### config.mk
export PLATFORM = sky130hd
export DESIGN_NAME = alu_input_seq
export DESIGN_NICKNAME = d
export VERILOG_FILES = /design/src/rtl/alu_input_pkg.sv /design/src/rtl/button_debounce.sv /design/src/rtl/alu_input_seq.sv
export SDC_FILE = /design/constraint.sdc
export NUM_CORES = 1
export LEC_CHECK = 0
export BUFFER_PORTS_ARGS = -buffer_cell sky130_fd_sc_hd__buf_4
export CORE_MARGIN = 2
export CORE_UTILIZATION = 25
export CTS_CLUSTER_DIAMETER = 100
export DETAILED_ROUTE_END_ITERATION = 8
export PLACE_DENSITY_LB_ADDON = 0.3
export SETUP_SLACK_MARGIN = 0.4
export SLEW_MARGIN = 20
export SYNTH_ARGS = -nofsm -noshare
export SYNTH_HDL_FRONTEND = slang
export SYNTH_SLANG_ARGS = --single-unit
export TNS_END_PERCENT = 50
### constraint.sdc
create_clock -name i_clock -period 1.2 [get_ports i_clock]
set_input_delay 0.06 -clock i_clock [delete_from_list [all_inputs] [get_ports i_clock]]
set_output_delay 0.06 -clock i_clock [all_outputs]
set_load 0.03 [all_outputs]
### src/rtl/alu_input_pkg.sv
// Shared constants, FSM encoding and sizing helper for the ALU input sequencer.
package alu_input_pkg;

  localparam int IDX_A  = 0;
  localparam int IDX_B  = 1;
  localparam int IDX_OP = 2;

  typedef enum logic {
    COLLECT = 1'b0,
    VALID   = 1'b1
  } state_t;

  function automatic int cnt_width(input int cycles);
    return $clog2(cycles);
  endfunction

endpackage

### src/rtl/button_debounce.sv
// One raw button: 2-FF synchroniser, stable-level debounce, registered one-cycle rise pulse.
module button_debounce
  import alu_input_pkg::*;
#(
  parameter int DEBOUNCE_CYCLES = 16
) (
  input  logic clock,
  input  logic reset,
  input  logic button,
  output logic pulse
);

  localparam int CW = cnt_width(DEBOUNCE_CYCLES);

  logic          sync1;
  logic          sync2;
  logic          stable;
  logic          stable_d;
  logic [CW-1:0] cnt;

  // Synchronise, debounce and emit a registered pulse on an accepted rising level.
  always_ff @(posedge clock or posedge reset) begin
    if (reset) begin
      sync1    <= 1'b0;
      sync2    <= 1'b0;
      stable   <= 1'b0;
      stable_d <= 1'b0;
      cnt      <= '0;
      pulse    <= 1'b0;
    end else begin
      sync1    <= button;
      sync2    <= sync1;
      stable_d <= stable;
      pulse    <= stable & ~stable_d;
      if (sync2 != stable) begin
        // Level is accepted only after it has differed for DEBOUNCE_CYCLES cycles.
        if (cnt == CW'(DEBOUNCE_CYCLES - 1)) begin
          stable <= sync2;
          cnt    <= '0;
        end else begin
          cnt    <= cnt + CW'(1);
        end
      end else begin
        cnt <= '0;
      end
    end
  end

endmodule

### src/rtl/alu_input_seq.sv
// Button-driven operand/opcode loader with collect/valid handshake.
// Optional macro ALU_IN_SIGN_EXT_EN sign-extends A and B instead of zero-extending.
module alu_input_seq
  import alu_input_pkg::*;
#(
  parameter int N_SW            = 14,
  parameter int N_OP            = 6,
  parameter int N_OPERANDS      = 4,
  parameter int N_DATA          = 8,
  parameter int DEBOUNCE_CYCLES = 16
) (
  input  logic              i_clock,
  input  logic              i_reset,
  input  logic [N_SW-1:0]   i_sw,
  input  logic              i_button_A,
  input  logic              i_button_B,
  input  logic              i_button_Op,
  input  logic              i_ack,
  output logic [N_DATA-1:0] o_alu_A,
  output logic [N_DATA-1:0] o_alu_B,
  output logic [N_OP-1:0]   o_alu_Op,
  output logic [2:0]        o_loaded,
  output logic              o_valid
);

  logic [2:0]            load;
  logic [N_OPERANDS-1:0] field_a;
  logic [N_OPERANDS-1:0] field_b;
  logic [N_OP-1:0]       field_op;
  logic [N_DATA-1:0]     ext_a;
  logic [N_DATA-1:0]     ext_b;
  state_t                state;
  state_t                state_n;
  logic [2:0]            loaded_n;
  logic                  valid_n;

  button_debounce #(.DEBOUNCE_CYCLES(DEBOUNCE_CYCLES)) u_db_a (
    .clock(i_clock), .reset(i_reset), .button(i_button_A),  .pulse(load[IDX_A])
  );
  button_debounce #(.DEBOUNCE_CYCLES(DEBOUNCE_CYCLES)) u_db_b (
    .clock(i_clock), .reset(i_reset), .button(i_button_B),  .pulse(load[IDX_B])
  );
  button_debounce #(.DEBOUNCE_CYCLES(DEBOUNCE_CYCLES)) u_db_op (
    .clock(i_clock), .reset(i_reset), .button(i_button_Op), .pulse(load[IDX_OP])
  );

  assign field_a  = i_sw[N_OPERANDS-1:0];
  assign field_b  = i_sw[2*N_OPERANDS-1:N_OPERANDS];
  assign field_op = i_sw[N_SW-1:N_SW-N_OP];

`ifdef ALU_IN_SIGN_EXT_EN
  assign ext_a = N_DATA'($signed(field_a));
  assign ext_b = N_DATA'($signed(field_b));
`else
  assign ext_a = N_DATA'(field_a);
  assign ext_b = N_DATA'(field_b);
`endif

  // Next-state and next flag values for the collect/valid handshake.
  always_comb begin
    state_n  = state;
    loaded_n = o_loaded;
    valid_n  = o_valid;
    case (state)
      COLLECT: begin
        loaded_n = o_loaded | load;
        if (loaded_n == 3'b111) begin
          state_n = VALID;
          valid_n = 1'b1;
        end else begin
          valid_n = 1'b0;
        end
      end
      VALID: begin
        // An ack that coincides with a load keeps only the freshly loaded field.
        if (i_ack) begin
          loaded_n = load;
          state_n  = COLLECT;
          valid_n  = 1'b0;
        end else begin
          loaded_n = o_loaded | load;
          valid_n  = 1'b1;
        end
      end
      default: begin
        state_n  = COLLECT;
        loaded_n = 3'b000;
        valid_n  = 1'b0;
      end
    endcase
  end

  // State, flags and data capture; data survives ack and only changes on a load.
  always_ff @(posedge i_clock or posedge i_reset) begin
    if (i_reset) begin
      state    <= COLLECT;
      o_loaded <= 3'b000;
      o_valid  <= 1'b0;
      o_alu_A  <= '0;
      o_alu_B  <= '0;
      o_alu_Op <= '0;
    end else begin
      state    <= state_n;
      o_loaded <= loaded_n;
      o_valid  <= valid_n;
      if (load[IDX_A])  o_alu_A  <= ext_a;
      if (load[IDX_B])  o_alu_B  <= ext_b;
      if (load[IDX_OP]) o_alu_Op <= field_op;
    end
  end

endmodule

==> qor.txt, run 1 <==
Status: finished clean
Clock slew at reported path FFs: 0.09 ns
GRT Total Usage: 9.151%
Largest net degree at the start of global routing: 46
Routability cong.: 0.6439
Slew Limit Fails: 0
Reg2Reg Depth: 3
Post-Route WL: 3.490 mm
Vias in the first global route: 1,129
Worst Setup Start Kind: flop
Seq/Total Area, Yosys: 64.98%
RSZ-0062 raised after global routing: yes
Final ANT Viol Nets: 0
Dpl hpwl: 1.889 mm
Ranking of synthesized cells by area: dfrtp_1 (65%), mux2_2 (9.1%), buf_4 (3.5%)
PD cells: 1162 nW/um2
Htree depth: 2
Clock net sink count: 45
Share of cells above drive strength 1: 51.02%
Inserted Clock Buffers: 5
WP data required: 1.38 ns
Initial antenna violation count: 0
Syn Std Cell Area: 1733 um2
Worst min path class: flop to flop
Vias/cell: 4.178
Final Hold Viols: 0
First-pass GRT wire length: 5.347 mm
DRC: 0
DRT iter0 DRCs: 37
Initial Utilization: 25.65%
Synth warn: 0
Min Tclk post-route: 1.094 ns
Setup TNS: 0 ns
Vias after detailed routing: 1,153
Commonest non-fill, non-tap cell in the layout: buf_4
Worst setup path startpoint: u_db_op.cnt[1]
I/O pin total: 46
Fill cells: 648
Critical Path AT: 1.28 ns
Reg-to-reg slack, setup: 0.11 ns
FP Rows: 30
Grt total ovfl: 0
Mean Syn Cell Area: 14.56 um2
Synth unique cells: 22
Period utilisation layout: 91.15%
Reg2Reg Capture Point: u_db_op.stable
Critical path peak fanout: 3
Worst setup endpoint: u_db_op.stable
Maximum vdd drop: 0.6424 mV
Peak Freq: 0.9142 GHz
Reg-to-Reg Start: u_db_op.cnt[1]
Clk_skew: 0.01232 ns
Crit Path Class: flop to flop
IO Port Bufs: 37
Post-layout util: 39.93%
Antenna diodes: 0
CTS tree: done
Synth Instances: 119
#FFs+latches synth: 45
Post-synth top area share: 64.98%
Nets: 218
Clock buffer depth: 2
P&R area growth vs syn: 55.67%
Die ar.: 7613 um2
First-pass DRT Iterations: 4
Core area: 6756 um2
Final Setup Violations: 0
WL per Instance: 12.64 um
Die height: 87.26 um
Synth area leader: dfrtp_1
Worst skew pair latency: 0.30 ns
Max_cap viols: 0
Most frequent cells in the layout: buf_4 (47), dfrtp_1 (41), dlygate4sd3_1 (19), mux2_4 (16), conb_1 (8)
Die Width: 87.26 um
Root buffer cell: clkbuf_8
Crit path capture type: flop
P_leak: 1.307 nW
==> repair_timing <==
item                       4_1_cts  5_1_grt
gates cloned                     0        0
pin swaps                       10        5
gates resized for setup         26       17
hold buffers                    19        0
setup buffers                   10        4
hold endpoints to repair        63        0
setup endpoints to repair       49       51
==> cell type report <==
type	instances	area, um2	area share [%]
sequential	45	1131	41.93
multi-input combinational	68	723.2	26.81
timing repair buffer	71	608.1	22.54
tap	80	100.1	3.711
clock buffer	7	86.33	3.200
clock inverter	1	30.03	1.113
inverter	4	18.77	0.6957
==> through the flow <==
stage / cell area [um2] / hold WS (ns) / worst slack (ns) / cells / total power, W
6_report: 2698 / 0.3526 / 0.1062 / 276 / 0.003136
5_1_grt: 2698 / 0.3580 / 0.03840 / 276 / 0.003278
4_1_cts: 2594 / 0.3568 / 0.1220 / 272 / 0.003152
3_5_place_dp: 2092 / 0.1422 / 0.05442 / 235 / 0.001841
3_3_place_gp: 2092 / 0.1387 / 0.07184 / 235 / 0.001840
2_1_floorplan: 1765 / 0.07059 / 0.09047 / 126 / 0.001766
==> routing by layer <==
layer	routed length [um]	GRT usage, %
met5	0	0
met4	58	4.196
met3	138	2.938
met2	1744	14.46
met1	1549	11.37
==> worst min path at each step <==
stage,slack (ns),endpoint,from,depth (start not counted)
floorplan,0.07,o_alu_A[0],i_reset,1
global placement,0.14,u_db_op.sync1,i_reset,3
detailed placement,0.14,u_db_op.sync1,i_reset,3
CTS,0.36,u_db_a.sync2,u_db_a.sync1,0
global route,0.36,u_db_b.sync2,u_db_b.sync1,0
finish,0.35,u_db_a.sync2,u_db_a.sync1,0
==> synth_stat cells (all sizes together) <==
library cell  number
nor3b              3
buf                9
nand3              3
inv                4
a21o               3
ha                 3
dfrtp             45
conb               1
nand2              1
a21oi              6
nor2               3
mux2              17
o21ai              4
mux2i              1
xnor2              6
nor2b              6
o22a               1
nand4b             3
==> worst max-delay path, cell delays in order, from the launching register on <==
cell	delay, ns
dfrtp_1	0.42
ha_4	0.19
nand3_2	0.08
mux2_4	0.29
==> registers in the layout (all words and copies together) (netlist names), 3 cells and up <==
| name | flops |
|---|---|
| o_alu_A | 4 |
| o_alu_B | 4 |
| o_alu_Op | 6 |
| o_loaded | 3 |
| u_db_a.cnt | 4 |
| u_db_b.cnt | 4 |
| u_db_op.cnt | 4 |
==> power breakdown <==
part	leakage (nW)	switching, W	internal (W)
clock	0.0585	0.000494	0.000679
sequential	0.600	0.0000452	0.00156
combinational	0.649	0.000160	0.000199
total	1.31	0.000700	0.00244
==> kinds of logic (layout without fill, tap and decap cells) <==
family / after synthesis / count (layout) / synth area share [%]
mux: 18 / 18 / 12.27
xor+xnor: 6 / 6 / 3.032
compound gates: 14 / 14 / 4.765
fa+ha+maj: 3 / 3 / 2.166
simple gates: 19 / 19 / 7.581
flops: 45 / 45 / 64.98
buf+inv: 13 / 83 / 4.982
other cells: 1 / 8 / 0.2164
No activity file was read; power rests on OpenSTA's default activity.
==> inputs of run 2 (changes only) <==
- CELL_PAD_IN_SITES_DETAIL_PLACEMENT: unset -> 0
- CELL_PAD_IN_SITES_GLOBAL_PLACEMENT: unset -> 1
==> run 2 against run 1 <==
The flow now finishes with violations (negative hold slack). Die area stayed put. Highest routed layer unchanged. Combinational power down 5%. Global-route usage up 0.41 points. Flip-flop and latch count did not move. Clock power shrank 25%. Non-clock buffer count fell by 6. Sequential power about the same. Clock skew down 0.0080 ns. Core utilization is 1.5 points lower.
==> qor.txt, run 2 (same netlist as run 1, synthesis figures left out) <==
Hold Buf Count CTS: 17 (was 19)
Fill cells: 637 (was 648)
Maximum vdd drop: 0.3925 mV (was 0.6424 mV)
Root buffer cell: clkbuf_8 (unchanged)
Commonest non-fill, non-tap cell in the layout: buf_4 (unchanged)
Max_cap viols: 0 (unchanged)
Post-layout util: 38.39% (was 39.93%)
Largest net degree at the start of global routing: 21 (was 46)
WP buf/inv: 0 (unchanged)
Die height: 87.26 um (unchanged)
Routability cong.: 0.6791 (was 0.6439)
Clock buffer depth: 2 (unchanged)
Status: finished, violations left (was finished clean)
Die Width: 87.26 um (unchanged)
Worst skew pair latency: 0.29 ns (was 0.30 ns)
Core area: 6756 um2 (unchanged)
Die ar.: 7613 um2 (unchanged)
Crit Path Class: flop to flop (unchanged)
# placed instances: 236 (was 235)
Switching share of power: 23.58% (was 22.31%)
Dpl hpwl: 2.363 mm (was 1.889 mm)
Pre-CTS setup slack: 0.03470 ns (was 0.05442 ns)
Share of cells above drive strength 1: 48.95% (was 51.02%)
Hold slack: -0.2293 ns (was 0.3526 ns)
Crit path capture type: flop (unchanged)
RSZ-0062 raised after global routing: yes (unchanged)
Vias/cell: 4.156 (was 4.178)
Critical path peak fanout: 3 (unchanged)
Clk pwr share: 31.0% (was 37.4%)
Antenna diodes: 0 (unchanged)
Crit-path slowest cell: dfrtp_1 (unchanged)
Peak Freq: 0.9214 GHz (was 0.9142 GHz)
Setup TNS: 0 ns (unchanged)
Grt total ovfl: 0 (unchanged)
GRT Total Usage: 9.565% (was 9.151%)
Worst path max stage delay: 0.42 ns (about the same)
Final Hold Viols: 18 (was 0)
IO Port Bufs: 37 (unchanged)
Htree depth: 2 (unchanged)
Initial Utilization: 25.65% (unchanged)
Failing checks: negative hold slack
P&R area growth vs syn: 49.68% (was 55.67%)
I/O pin total: 46 (unchanged)
Combinational share of power: 12.1% (was 11.5%)
Clock slew at reported path FFs: 0.08 ns (was 0.09 ns)
P_leak: 1.253 nW (was 1.307 nW)
Max reg flops: 6 (unchanged)
Switch Pwr: 0.0006649 W (was 0.0006995 W)
FP Rows: 30 (unchanged)
Clk_skew: 0.004352 ns (was 0.01232 ns)
Reg with most FFs: o_alu_Op (unchanged)
Worst min path class: input pin to asynchronous set/reset pin (was flop to flop)
Sequential share of power: 56.8% (was 51.1%)
Slew Limit Fails: 0 (unchanged)
Nets: 212 (was 218)
Vias in the first global route: 1,173 (was 1,129)
Min Tclk post-route: 1.085 ns (was 1.094 ns)
Final Setup Violations: 0 (unchanged)
Initial antenna violation count: 0 (unchanged)
Family with the most delay on the worst path: flip-flops (unchanged)
Final ANT Viol Nets: 0 (unchanged)
CTS tree: done (unchanged)
Crit-path cells: ha_4 > nand3_2 > mux2_4 (unchanged)
Vias after detailed routing: 1,122 (was 1,153)
Clock net sink count: 45 (unchanged)
First-pass GRT wire length: 5.457 mm (was 5.347 mm)
PD cells: 1087 nW/um2 (was 1162 nW/um2)
Period utilisation layout: 90.45% (was 91.15%)
Inserted Clock Buffers: 5 (unchanged)
DRT iter0 DRCs: 17 (was 37)
Non-Filler Instances: 270 (was 276)
WL per Instance: 12.91 um (was 12.64 um)
Critical Path AT: 1.26 ns (was 1.28 ns)
Most frequent cells in the layout: buf_4 (43), dfrtp_1 (42), mux2_4 (17), dlygate4sd3_1 (17), conb_1 (8) (was buf_4 (47), dfrtp_1 (41), dlygate4sd3_1 (19), mux2_4 (16), conb_1 (8))
DRC: 0 (unchanged)
Final WS setup: 0.1146 ns (was 0.1062 ns)
WP data required: 1.38 ns (about the same)
Power Internal: 0.002155 W (was 0.002436 W)
First-pass DRT Iterations: 4 (unchanged)
Worst Setup Start Kind: flop (unchanged)
Post-Route WL: 3.487 mm (was 3.490 mm)
-- run 2: layout make-up --
type	instances	area (um2)	area share, %
well taps	80	100.1	3.859
inverters	4	18.77	0.7236
repair buffers	65	549.3	21.18
clock inverters	1	7.507	0.2894
clock buffers	7	76.32	2.943
flip-flops and latches	45	1130	43.56
multi-input cells	68	711.9	27.45
-- run 2: stage by stage --
step,power [W],cell area (um2)
2_1_floorplan,0.001766,1765
3_3_place_gp,0.001830,2087
3_5_place_dp,0.001844,2087
4_1_cts,0.002867,2551
5_1_grt,0.002995,2594
6_report,0.002820,2594
-- run 2: worst register-to-register path: cells and delay by family, from the launching register on --
family / cells / cell delay (ns)
flops: 1 / 0.42
mux: 1 / 0.29
fa+ha+maj: 1 / 0.18
simple gates: 1 / 0.08
-- run 2: what timing repair did --
| action | CTS | global route |
|---|---|---|
| pin swaps | 8 | 2 |
| setup endpoints to repair | 51 | 51 |
| setup buffers | 8 | 1 |
| endpoints found under the hold margin | 35 | 18 |
| gates resized for setup | 33 | 9 |
-- run 2: power by group through the flow --
stage | clock network [W] | registers (W) | logic (W)
floorplan | 0 | 0.00163 | 0.000134
CTS | 0.000928 | 0.00160 | 0.000339
global route | 0.00101 | 0.00161 | 0.000373
detailed placement | 0 | 0.00162 | 0.000220
finish | 0.000875 | 0.00160 | 0.000342
global placement | 0 | 0.00162 | 0.000210
-- run 2: final timing paths --
path                           startpoint             end  slack [ns]  cells past startpoint
min                               i_reset           state       -0.23                      2
min reg2reg                 u_db_op.sync1   u_db_op.sync2        0.35                      0
max                        u_db_op.cnt[1]  u_db_op.stable        0.11                      3
min in group i_clock              i_sw[2]      o_alu_A[2]        0.02                      2
max in group asynchronous         i_reset    u_db_a.pulse        0.87                      3
max reg2reg                u_db_op.cnt[1]  u_db_op.stable        0.11                      3
-- run 2: metal layers --
layer	wire length, um	vias to the layer above	global-route usage (%)
met3	218	6	2.654
met5	0	-	0
met1	1495	541	10.70
met2	1704	46	16.67
li1	-	529	-
met4	69	0	4.615
==> inputs of run 3 (changes only) <==
- CORE_ASPECT_RATIO: unset -> 0.75
==> run 3 against run 2 <==
The flow now finishes without violations. Cell count grew 5.6%. Sequential share of layout area shrank 2.9 points. Via count grew 5.1%. Critical path depth is the same. Final area grew 7.2%. First-iteration DRC count grew 24%. Non-clock buffer count grew 11. Critical path type unchanged.
==> qor.txt, run 3 (same netlist as run 1, synthesis figures left out) <==
Reg-to-reg slack, setup: 0.10 ns (was 0.11 ns)
Worst skew pair latency: 0.29 ns (about the same)
P&R area growth vs syn: 60.43% (was 49.68%)
Die height: 76.10 um (was 87.26 um)
Fin area: 2780 um2 (was 2594 um2)
Initial Utilization: 25.61% (was 25.65%)
Root buffer cell: clkbuf_8 (unchanged)
Commonest non-fill, non-tap cell in the layout: dfrtp_1 (was buf_4)
Nets: 223 (was 212)
Post-layout util: 41.09% (was 38.39%)
Peak Freq: 0.9116 GHz (was 0.9214 GHz)
PD cells: 1040 nW/um2 (was 1087 nW/um2)
GRT Total Usage: 10.06% (was 9.565%)
First-pass DRT Iterations: 3 (was 4)
Grt total ovfl: 0 (unchanged)
WP buf/inv: 0 (unchanged)
Worst Hold Depth: 2
Min Tclk post-route: 1.097 ns (was 1.085 ns)
Vias/cell: 4.137 (was 4.156)
Family with the most delay on the worst path: flip-flops (unchanged)
Power Internal: 0.002178 W (was 0.002155 W)
Combinational share of power: 13.0% (was 12.1%)
Crit Path Class: flop to flop (unchanged)
DRT iter0 DRCs: 21 (was 17)
Min-delay src: i_sw[4]
Setup TNS: 0 ns (unchanged)
CTS tree: done (unchanged)
Critical Path AT: 1.28 ns (was 1.26 ns)
Max reg flops: 6 (unchanged)
Dpl hpwl: 2.340 mm (was 2.363 mm)
Share of cells above drive strength 1: 53.23% (was 48.95%)
Switch Pwr: 0.0007136 W (was 0.0006649 W)
Reg with most FFs: o_alu_Op (unchanged)
Die Width: 100.1 um (was 87.26 um)
Die ar.: 7620 um2 (was 7613 um2)
First-pass GRT wire length: 5.968 mm (was 5.457 mm)
Vias after detailed routing: 1,179 (was 1,122)
Fill cells: 619 (was 637)
Worst min path class: input pin to flop (was input pin to asynchronous set/reset pin)
Post-Route WL: 3.814 mm (was 3.487 mm)
Vias in the first global route: 1,212 (was 1,173)
Crit-path cells: ha_4 > nand3_4 > mux2_4 (was ha_4 > nand3_2 > mux2_4)
Non-Filler Instances: 285 (was 270)
DRC: 0 (unchanged)
Routability cong.: 0.7658 (was 0.6791)
Final Hold Viols: 0 (was 18)
IO Port Bufs: 37 (unchanged)
Crit-path slowest cell: dfrtp_1 (unchanged)
WL per Instance: 13.38 um (was 12.91 um)
Period utilisation layout: 91.41% (was 90.45%)
Clk_skew: 0.002601 ns (was 0.004352 ns)
Switching share of power: 24.68% (was 23.58%)
WP data required: 1.38 ns (about the same)
Clock slew at reported path FFs: 0.08 ns (about the same)
Maximum vdd drop: 0.6623 mV (was 0.3925 mV)
Antenna diodes: 0 (unchanged)
Post-DP Area: 2097 um2 (was 2087 um2)
Final ANT Viol Nets: 0 (unchanged)
Final Setup Violations: 0 (unchanged)
Most frequent cells in the layout: dfrtp_1 (41), buf_4 (40), dlygate4sd3_1 (18), mux2_4 (17), buf_6 (17) (was buf_4 (43), dfrtp_1 (42), mux2_4 (17), dlygate4sd3_1 (17), conb_1 (8))
Initial antenna violation count: 0 (unchanged)
RSZ-0062 raised after global routing: yes (unchanged)
Htree depth: 2 (unchanged)
Clock net sink count: 45 (unchanged)
Inserted Clock Buffers: 5 (unchanged)
Sequential share of power: 55.5% (was 56.8%)
FP Rows: 26 (was 30)
Reg-to-Reg Start: u_db_a.cnt[1] (was u_db_op.cnt[1])
Slew Limit Fails: 0 (unchanged)
Largest net degree at the start of global routing: 30 (was 21)
# placed instances: 239 (was 236)
Clk pwr share: 31.4% (was 31.0%)
Core area: 6766 um2 (was 6756 um2)
Crit path capture type: flop (unchanged)
Clock buffer depth: 2 (unchanged)
P_leak: 1.333 nW (was 1.253 nW)
Reg2Reg Capture Point: u_db_a.stable (was u_db_op.stable)
Worst path max stage delay: 0.42 ns (about the same)
Hold Crit Endpoint: o_alu_B[0]
Worst Setup Start Kind: flop (unchanged)
I/O pin total: 46 (unchanged)
Reg2Reg Depth: 3 (unchanged)
Critical path peak fanout: 3 (unchanged)
Status: finished clean (was finished, violations left)
Max_cap viols: 0 (unchanged)
-- run 3: area by class of cell --
cell class,count,area (um2),share of cell area (%)
clock buffers,6,72.57,2.610
multi-input cells,68,745.7,26.82
flip-flops and latches,45,1131,40.68
clock inverters,2,15.01,0.5401
repair buffers,76,691.9,24.89
well taps,84,105.1,3.780
inverters,4,18.77,0.6751
-- run 3: through the flow --
stage | hold WS (ns) | worst slack (ns) | total power (W)
4_1_cts | 0.0001054 | 0.1251 | 0.002912
6_report | 0.01033 | 0.1031 | 0.002891
3_5_place_dp | 0.07489 | 0.02437 | 0.001848
2_1_floorplan | 0.07059 | 0.09047 | 0.001766
5_1_grt | 0.004161 | 0.08196 | 0.003050
3_3_place_gp | 0.07063 | 0.07813 | 0.001832
-- run 3: layer usage --
layer	share of wire [%]	vias up	GRT usage, %	routed length (um)
li1	-	550	-	-
met3	6.4	7	3.578	245
met4	1.5	0	3.699	59
met1	44	574	13.53	1679
met2	48	48	14.90	1830
met5	0	-	0	0
-- run 3: how the worst max path moves through the flow --
| stage | start | to | slack (ns) | depth (start not counted) |
|---|---|---|---|---|
| after floorplan | u_db_a.cnt[0] | u_db_a.stable | 0.09 | 3 |
| after global placement | u_db_b.cnt[0] | u_db_b.stable | 0.08 | 3 |
| after detailed placement | u_db_b.cnt[0] | u_db_b.stable | 0.02 | 3 |
| after CTS | u_db_a.cnt[1] | u_db_a.stable | 0.13 | 3 |
| after global routing | u_db_op.cnt[0] | u_db_op.stable | 0.08 | 3 |
| final | u_db_a.cnt[1] | u_db_a.stable | 0.10 | 3 |
-- run 3: worst register-to-register path, delay by kind of cell (launching register included) --
kind	cells	cell delay, ns
flip-flops	1	0.42
AND/OR/NAND/NOR	1	0.06
adder cells (fa/ha/maj)	1	0.20
multiplexers	1	0.30
-- run 3: timing repair --
action / CTS / global route
setup endpoints to repair: 50 / 81
buffers inserted: 11 / 9
hold buffers: 17 / 1
pin swaps: 7 / 6
gates resized for setup: 33 / 26
endpoints found under the hold margin: 32 / 1
-- run 3: power by group through the flow --
stage	combinational, W	clock [W]	sequential, W
2_1_floorplan	0.000134	0	0.00163
3_3_place_gp	0.000213	0	0.00162
3_5_place_dp	0.000223	0	0.00163
4_1_cts	0.000348	0.000964	0.00160
5_1_grt	0.000409	0.00103	0.00161
6_report	0.000377	0.000909	0.00161
